[src/rtl/dec_ascii_tx_pkg.sv]
// Shared definitions for the calculator output path.
//   state_e  : sequencing states of the decimal transmitter
//   CH_ZERO  : ASCII '0', base for digit characters
//   CH_LF    : ASCII line feed, default terminator
//   DIGITS_DEF : default BCD digit count (enough for a 32-bit value)
package calc_pkg;

    typedef enum logic [2:0] {
        ST_IDLE,
        ST_CONVERT,
        ST_SKIP,
        ST_EMIT,
        ST_TERM
    } state_e;

    localparam logic [7:0] CH_ZERO    = 8'h30;
    localparam logic [7:0] CH_LF      = 8'h0A;
    localparam int         DIGITS_DEF = 10;

endpackage

[src/rtl/dec_ascii_tx_if.sv]
// Valid/ready byte stream carrying ASCII characters.
//   char       : character byte
//   char_valid : source presents char
//   char_ready : sink accepts char this cycle
// master = character source, slave = character sink.
interface dec_ascii_tx_if;

    logic [7:0] char;
    logic       char_valid;
    logic       char_ready;

    modport master (output char, output char_valid, input char_ready);
    modport slave  (input char, input char_valid, output char_ready);

endinterface

[src/rtl/dec_ascii_tx_bcd_dd_step.sv]
// One combinational double-dabble iteration.
//   bcd_i : packed BCD digits before the step
//   msb_i : next binary bit shifted into the BCD LSB
//   bcd_o : digits after the add-3 adjust and left shift
module bcd_dd_step
    import calc_pkg::*;
#(
    parameter int DIGITS = DIGITS_DEF
) (
    input  logic [4*DIGITS-1:0] bcd_i,
    input  logic                msb_i,
    output logic [4*DIGITS-1:0] bcd_o
);

    logic [4*DIGITS-1:0] adj;
    logic                unused_adj_msb;

    always_comb begin
        adj = bcd_i;
        for (int i = 0; i < DIGITS; i++) begin
            if (bcd_i[4*i +: 4] >= 4'd5) begin
                adj[4*i +: 4] = bcd_i[4*i +: 4] + 4'd3;
            end
        end
    end

    // The bit shifted out of the top is always zero when DIGITS is sized
    // for the input width.
    assign unused_adj_msb = adj[4*DIGITS-1];
    assign bcd_o          = {adj[4*DIGITS-2:0], msb_i};

endmodule

[src/rtl/dec_ascii_tx.sv]
// Decimal ASCII transmitter: captures an unsigned binary value, converts it
// to BCD one bit per cycle, then streams the digits MSD first with leading
// zeros suppressed, followed by a terminator byte.
//   clk, clr : clock and asynchronous active-high reset
//   load     : start a conversion of value (only while not busy)
//   value    : unsigned binary value to print
//   busy     : conversion or stream in progress
//   done     : one-cycle pulse after the terminator is accepted
//   tx       : character stream (source side)
//
// state      | meaning
// -----------+------------------------------------------------
// ST_IDLE    | waiting for load
// ST_CONVERT | one double-dabble step per cycle, WIDTH cycles
// ST_SKIP    | dropping leading zero digits
// ST_EMIT    | presenting digit characters
// ST_TERM    | presenting the terminator
module dec_ascii_tx
    import calc_pkg::*;
#(
    parameter int         WIDTH  = 32,
    parameter int         DIGITS = DIGITS_DEF,
    parameter logic [7:0] TERM   = CH_LF
) (
    input  logic             clk,
    input  logic             clr,
    input  logic             load,
    input  logic [WIDTH-1:0] value,
    output logic             busy,
    output logic             done,
    dec_ascii_tx_if.master   tx
);

    localparam int BW = 4 * DIGITS;
    localparam int CW = $clog2(WIDTH + 1);
    localparam int DW = $clog2(DIGITS + 1);

    state_e          state_q, state_d;
    logic [WIDTH-1:0] bin_q, bin_d;
    logic [BW-1:0]   bcd_q, bcd_d;
    logic [CW-1:0]   bit_cnt_q, bit_cnt_d;
    logic [DW-1:0]   dig_cnt_q, dig_cnt_d;
    logic            done_q, done_d;

    logic [BW-1:0]   bcd_step;
    logic [3:0]      top_nib;
    logic [BW-1:0]   bcd_shl4;

    bcd_dd_step #(.DIGITS(DIGITS)) u_step (
        .bcd_i (bcd_q),
        .msb_i (bin_q[WIDTH-1]),
        .bcd_o (bcd_step)
    );

    assign top_nib  = bcd_q[BW-1 -: 4];
    assign bcd_shl4 = {bcd_q[BW-5:0], 4'h0};

    always_ff @(posedge clk or posedge clr) begin
        if (clr) begin
            state_q   <= ST_IDLE;
            bin_q     <= '0;
            bcd_q     <= '0;
            bit_cnt_q <= '0;
            dig_cnt_q <= '0;
            done_q    <= 1'b0;
        end else begin
            state_q   <= state_d;
            bin_q     <= bin_d;
            bcd_q     <= bcd_d;
            bit_cnt_q <= bit_cnt_d;
            dig_cnt_q <= dig_cnt_d;
            done_q    <= done_d;
        end
    end

    always_comb begin
        state_d   = state_q;
        bin_d     = bin_q;
        bcd_d     = bcd_q;
        bit_cnt_d = bit_cnt_q;
        dig_cnt_d = dig_cnt_q;
        done_d    = 1'b0;
        case (state_q)
            ST_IDLE: begin
                if (load) begin
                    bin_d     = value;
                    bcd_d     = '0;
                    bit_cnt_d = CW'(WIDTH);
                    state_d   = ST_CONVERT;
                end
            end
            ST_CONVERT: begin
                bcd_d     = bcd_step;
                bin_d     = {bin_q[WIDTH-2:0], 1'b0};
                bit_cnt_d = bit_cnt_q - 1'b1;
                if (bit_cnt_q == CW'(1)) begin
                    dig_cnt_d = DW'(DIGITS);
                    state_d   = ST_SKIP;
                end
            end
            ST_SKIP: begin
                // Keep at least one digit so that zero prints as "0".
                if (top_nib == 4'h0 && dig_cnt_q > DW'(1)) begin
                    bcd_d     = bcd_shl4;
                    dig_cnt_d = dig_cnt_q - 1'b1;
                end else begin
                    state_d = ST_EMIT;
                end
            end
            ST_EMIT: begin
                if (tx.char_ready) begin
                    bcd_d     = bcd_shl4;
                    dig_cnt_d = dig_cnt_q - 1'b1;
                    if (dig_cnt_q == DW'(1)) begin
                        state_d = ST_TERM;
                    end
                end
            end
            ST_TERM: begin
                if (tx.char_ready) begin
                    done_d  = 1'b1;
                    state_d = ST_IDLE;
                end
            end
            default: state_d = ST_IDLE;
        endcase
    end

    // Outputs decode directly from registered state so clr clears them
    // without waiting for a clock edge.
    always_comb begin
        tx.char       = 8'h00;
        tx.char_valid = 1'b0;
        if (state_q == ST_EMIT) begin
            tx.char       = CH_ZERO + {4'h0, top_nib};
            tx.char_valid = 1'b1;
        end else if (state_q == ST_TERM) begin
            tx.char       = TERM;
            tx.char_valid = 1'b1;
        end
    end

    assign busy = (state_q != ST_IDLE);
    assign done = done_q;

endmodule
[src/flat_wrapper.sv]
// flat-port wrapper written by rule: the top's interface ports become plain ports
module dec_ascii_tx_flat import calc_pkg::*;
#(
    parameter int         WIDTH  = 32,
    parameter int         DIGITS = DIGITS_DEF,
    parameter logic [7:0] TERM   = CH_LF
)
  (clk, clr, load, value, busy, done, tx_char, tx_char_valid, tx_char_ready);
  dec_ascii_tx_if tx_i ();
  input  logic clk;
  input  logic clr;
  input  logic load;
  input  logic [WIDTH-1:0] value;
  output logic busy;
  output logic done;
  output wire logic [$bits(tx_i.char)-1:0] tx_char;
  output wire logic [$bits(tx_i.char_valid)-1:0] tx_char_valid;
  input wire logic [$bits(tx_i.char_ready)-1:0] tx_char_ready;
  assign tx_char = tx_i.char;
  assign tx_char_valid = tx_i.char_valid;
  assign tx_i.char_ready = tx_char_ready;
  dec_ascii_tx #(.WIDTH(WIDTH), .DIGITS(DIGITS), .TERM(TERM)) u_core (.clk(clk), .clr(clr), .load(load), .value(value), .busy(busy), .done(done), .tx(tx_i));
endmodule
[config.mk]
export PLATFORM = sky130hd
export DESIGN_NAME = dec_ascii_tx_flat
export DESIGN_NICKNAME = d
export VERILOG_FILES = /design/src/rtl/dec_ascii_tx_pkg.sv /design/src/rtl/dec_ascii_tx_if.sv /design/src/rtl/dec_ascii_tx_bcd_dd_step.sv /design/src/rtl/dec_ascii_tx.sv /design/src/flat_wrapper.sv
export SDC_FILE = /design/constraint.sdc
export NUM_CORES = 1
export LEC_CHECK = 0
export ABC_AREA = 1
export BUFFER_PORTS_ARGS = -buffer_cell sky130_fd_sc_hd__buf_4
export CAP_MARGIN = 10
export CORE_MARGIN = 5
export CORE_UTILIZATION = 54
export CTS_CLUSTER_DIAMETER = 80
export DETAILED_ROUTE_END_ITERATION = 7
export PLACE_DENSITY = 0.76
export SYNTH_ARGS = -nofsm -noshare
export SYNTH_HDL_FRONTEND = slang
export SYNTH_SLANG_ARGS = --single-unit
[constraint.sdc]
create_clock -name clk -period 2.3 [get_ports clk]
set_input_delay 0.23 -clock clk [delete_from_list [all_inputs] [get_ports clk]]
set_output_delay 0.23 -clock clk [all_outputs]
set_load 0.03 [all_outputs]
==> qor.txt <==
Layout fillers - 887
# resized after CTS - 0
Area after DPL - 0.00576 mm2
register area share after synthesis - 40.5%
initial antenna violation count - 0
DRC viols - 0
cell area after synthesis - 0.00532 mm2
clock sink count - 86
total vias in the final route - 4852
EDFF count, synth - 0
Area Overhead vs Synth - 12.2%
leading cell types in the layout, fill and taps excluded - nand2_1 (344), nand3_1 (111), dfrtp_1 (86)
yosys warns - 0
min Tclk post-route - 1.97 ns
H-tree Lvls - 3
PwrDens - 1130 mW/mm2
Post-Synthesis Cells - 763
post-route cell area - 0.00596 mm2
via/cell ratio - 5.17
Main synth FF type - dfrtp_1
root buf cell - clkbuf_8
final hold violation count - 0
total track usage - 20.8%
layout cells sized above 1 - 11.2%
cell leakage power - 3.24 nW
Setup crit end kind - register
GP Congestion - 0.814
initial cell density of the core - 54.9%
worst stage delay on the critical path - 0.43 ns
status - finished clean
setup violators final - 0
Slew Viols, Final - 0
Seq pwr share - 35.5%
CP startpoint kind - register
Reg area - 0.00215 mm2
layout net count - 861
Comb pwr share - 48.6%
sw frac - 45.9%
FMAX - 507 MHz
max cap viols - 0
Num CTS Buffers - 9
WL final - 11200 um
Cell Chain, Critical Path - inv_1 > ha_1 > nand2_1 > nor2_1 > nand2_1 > nand2_2 > nand3_4 > nand2_1 > o21ai_0
die area - 0.0119 mm2
# diodes - 0
largest net degree at the start of global routing - 41
Final ANT Viol Nets - 0
Post CTS Setup Buffer Count - 0
Worst EP required - 2.53 ns
dpl cells - 922
Cell Rows - 36
Internal - 0.00365 W
first-pass GRT wire length - 20300 um
family with the most delay on the worst path - simple AND/OR/NAND/NOR gates
Die Span X - 109 um
RSZ-0062 raised after global routing - no
most common cell after layout, fill and taps aside - nand2_1
Yosys reg bits - 86
skew final - 0.0139 ns
asr flop ratio synth - 100%
area taken by multi-input logic gates - 0.00272 mm2
Max clock buf depth - 2
First-pass DRT Iterations - 5
Final TNS setup - 0 ns
Max Fanout on Critical Path - 40
power share of the clock group - 15.9%
slowest CP cell - dfrtp_1
WP data arrival - 2.20 ns
port buffer count - 44
Post-Syn Area per Cell - 6.97 um2
critical path type - reg -> reg
clock-pin slew on the worst setup and hold paths - 0.09 ns
TritonCTS clock tree - done
vias in the first global route - 4633
switching pwr - 0.00310 W
Cell Count, Final, Fillers Out - 938
CP dominant cell by count - nand2_1
final worst path period share - 85.7%
initial DRC count - 265
HP Class - in -> reg
Ports - 47
library cells used by synthesis - 30
Post-CTS Hold Fix Bufs - 1
Crit path buffers/inverters - 1
worst skew pair latency - 0.36 ns
DP Wirelength - 7780 um
WL/cell - 12.0 um
Core Area - 0.00968 mm2
remaining global-route overflow - 0
Die H - 109 um
peak supply drop - 761 uV
r2r setup slk - 0.33 ns
layer usage:
layer	track usage, %	vias up	part of all wire (%)
met4	6.59	0	0.73
li1	-	2505	-
met5	0	-	0
met1	25.6	2265	46
met2	36.8	77	50
met3	3.85	5	3.6
sequential cells by signal (all words and copies together), names as in the netlist:
name / count
u_core.bin_q: 32
u_core.done: 1
u_core.bcd_q: 40
u_core.dig_cnt_q: 4
u_core.state_q: 3
u_core.bit_cnt_q: 6
logic make-up (layout without fill, tap and decap cells):
kind of cell | Yosys count | count (layout) | share of synthesized area (%)
compound gates | 52 | 52 | 5.23
xor+xnor | 1 | 1 | 0.165
fa+ha+maj | 24 | 24 | 5.65
buf+inv | 99 | 140 | 8.33
flops | 86 | 86 | 40.5
mux | 1 | 1 | 0.188
other cells | 1 | 2 | 0.0706
simple gates | 499 | 499 | 39.9
metrics by stage:
step	setup WS [ns]	util, %	hold slack (ns)	total power [W]
floorplan	0.441	-	0.347	0.00498
global placement	0.464	59.5	0.173	0.00559
detailed placement	0.331	59.5	0.173	0.00573
CTS	0.321	61.6	0.0582	0.00682
global route	0.172	61.6	0.0587	0.00740
finish	0.329	61.6	0.0796	0.00675
cell type report:
cell class / count / share of cell area, %
clock buffer: 10 / 2.31
clock inverter: 5 / 0.965
inverter: 68 / 4.34
multi-input combinational: 579 / 45.7
sequential: 86 / 36.1
tap: 133 / 2.79
timing repair buffer: 57 / 7.85
worst reg2reg max path, delay by kind of cell (launching register included):
family                   cells  cell delay (ns)
AND/OR/NAND/NOR              6             0.98
flip-flops                   1             0.43
adder cells (fa/ha/maj)      1             0.20
buffers and inverters        1             0.13
AO/OA/AOI/OAI                1             0.11
cells in the mapped netlist (4+ instances only):
library cell | n | area [um2]
a21oi_1 | 9 | 45.0
buf_2 | 12 | 60.1
buf_4 | 7 | 52.6
buf_6 | 4 | 45.0
clkbuf_1 | 8 | 30.0
dfrtp_1 | 86 | 2150
ha_1 | 24 | 300
inv_1 | 63 | 236
inv_2 | 5 | 18.8
nand2_1 | 344 | 1290
nand3_1 | 111 | 556
nand4_1 | 15 | 93.8
nor2_1 | 14 | 52.6
o21ai_0 | 30 | 150
o22ai_1 | 9 | 56.3
worst paths after layout:
path                                          end             start  depth (start not counted)
worst max-delay path              u_core.bcd_q[3]  u_core.bcd_q[36]                          9
worst min-delay path             u_core.bin_q[12]         value[12]                          3
worst max register to register    u_core.bcd_q[3]  u_core.bcd_q[36]                          9
worst min register to register    u_core.bcd_q[7]   u_core.bcd_q[7]                          2
max in group asynchronous        u_core.bin_q[30]               clr                          4
min in group asynchronous       u_core.state_q[0]               clr                          3
power by group through the flow:
stage	Combinational (W)	Sequential [W]	Clock [W]
4_1_cts	0.00331	0.00239	0.00112
2_1_floorplan	0.00266	0.00233	0
3_3_place_gp	0.00319	0.00239	0
3_5_place_dp	0.00331	0.00242	0
6_report	0.00328	0.00240	0.00107
5_1_grt	0.00376	0.00248	0.00117
No activity file was read; power rests on OpenSTA's default activity.
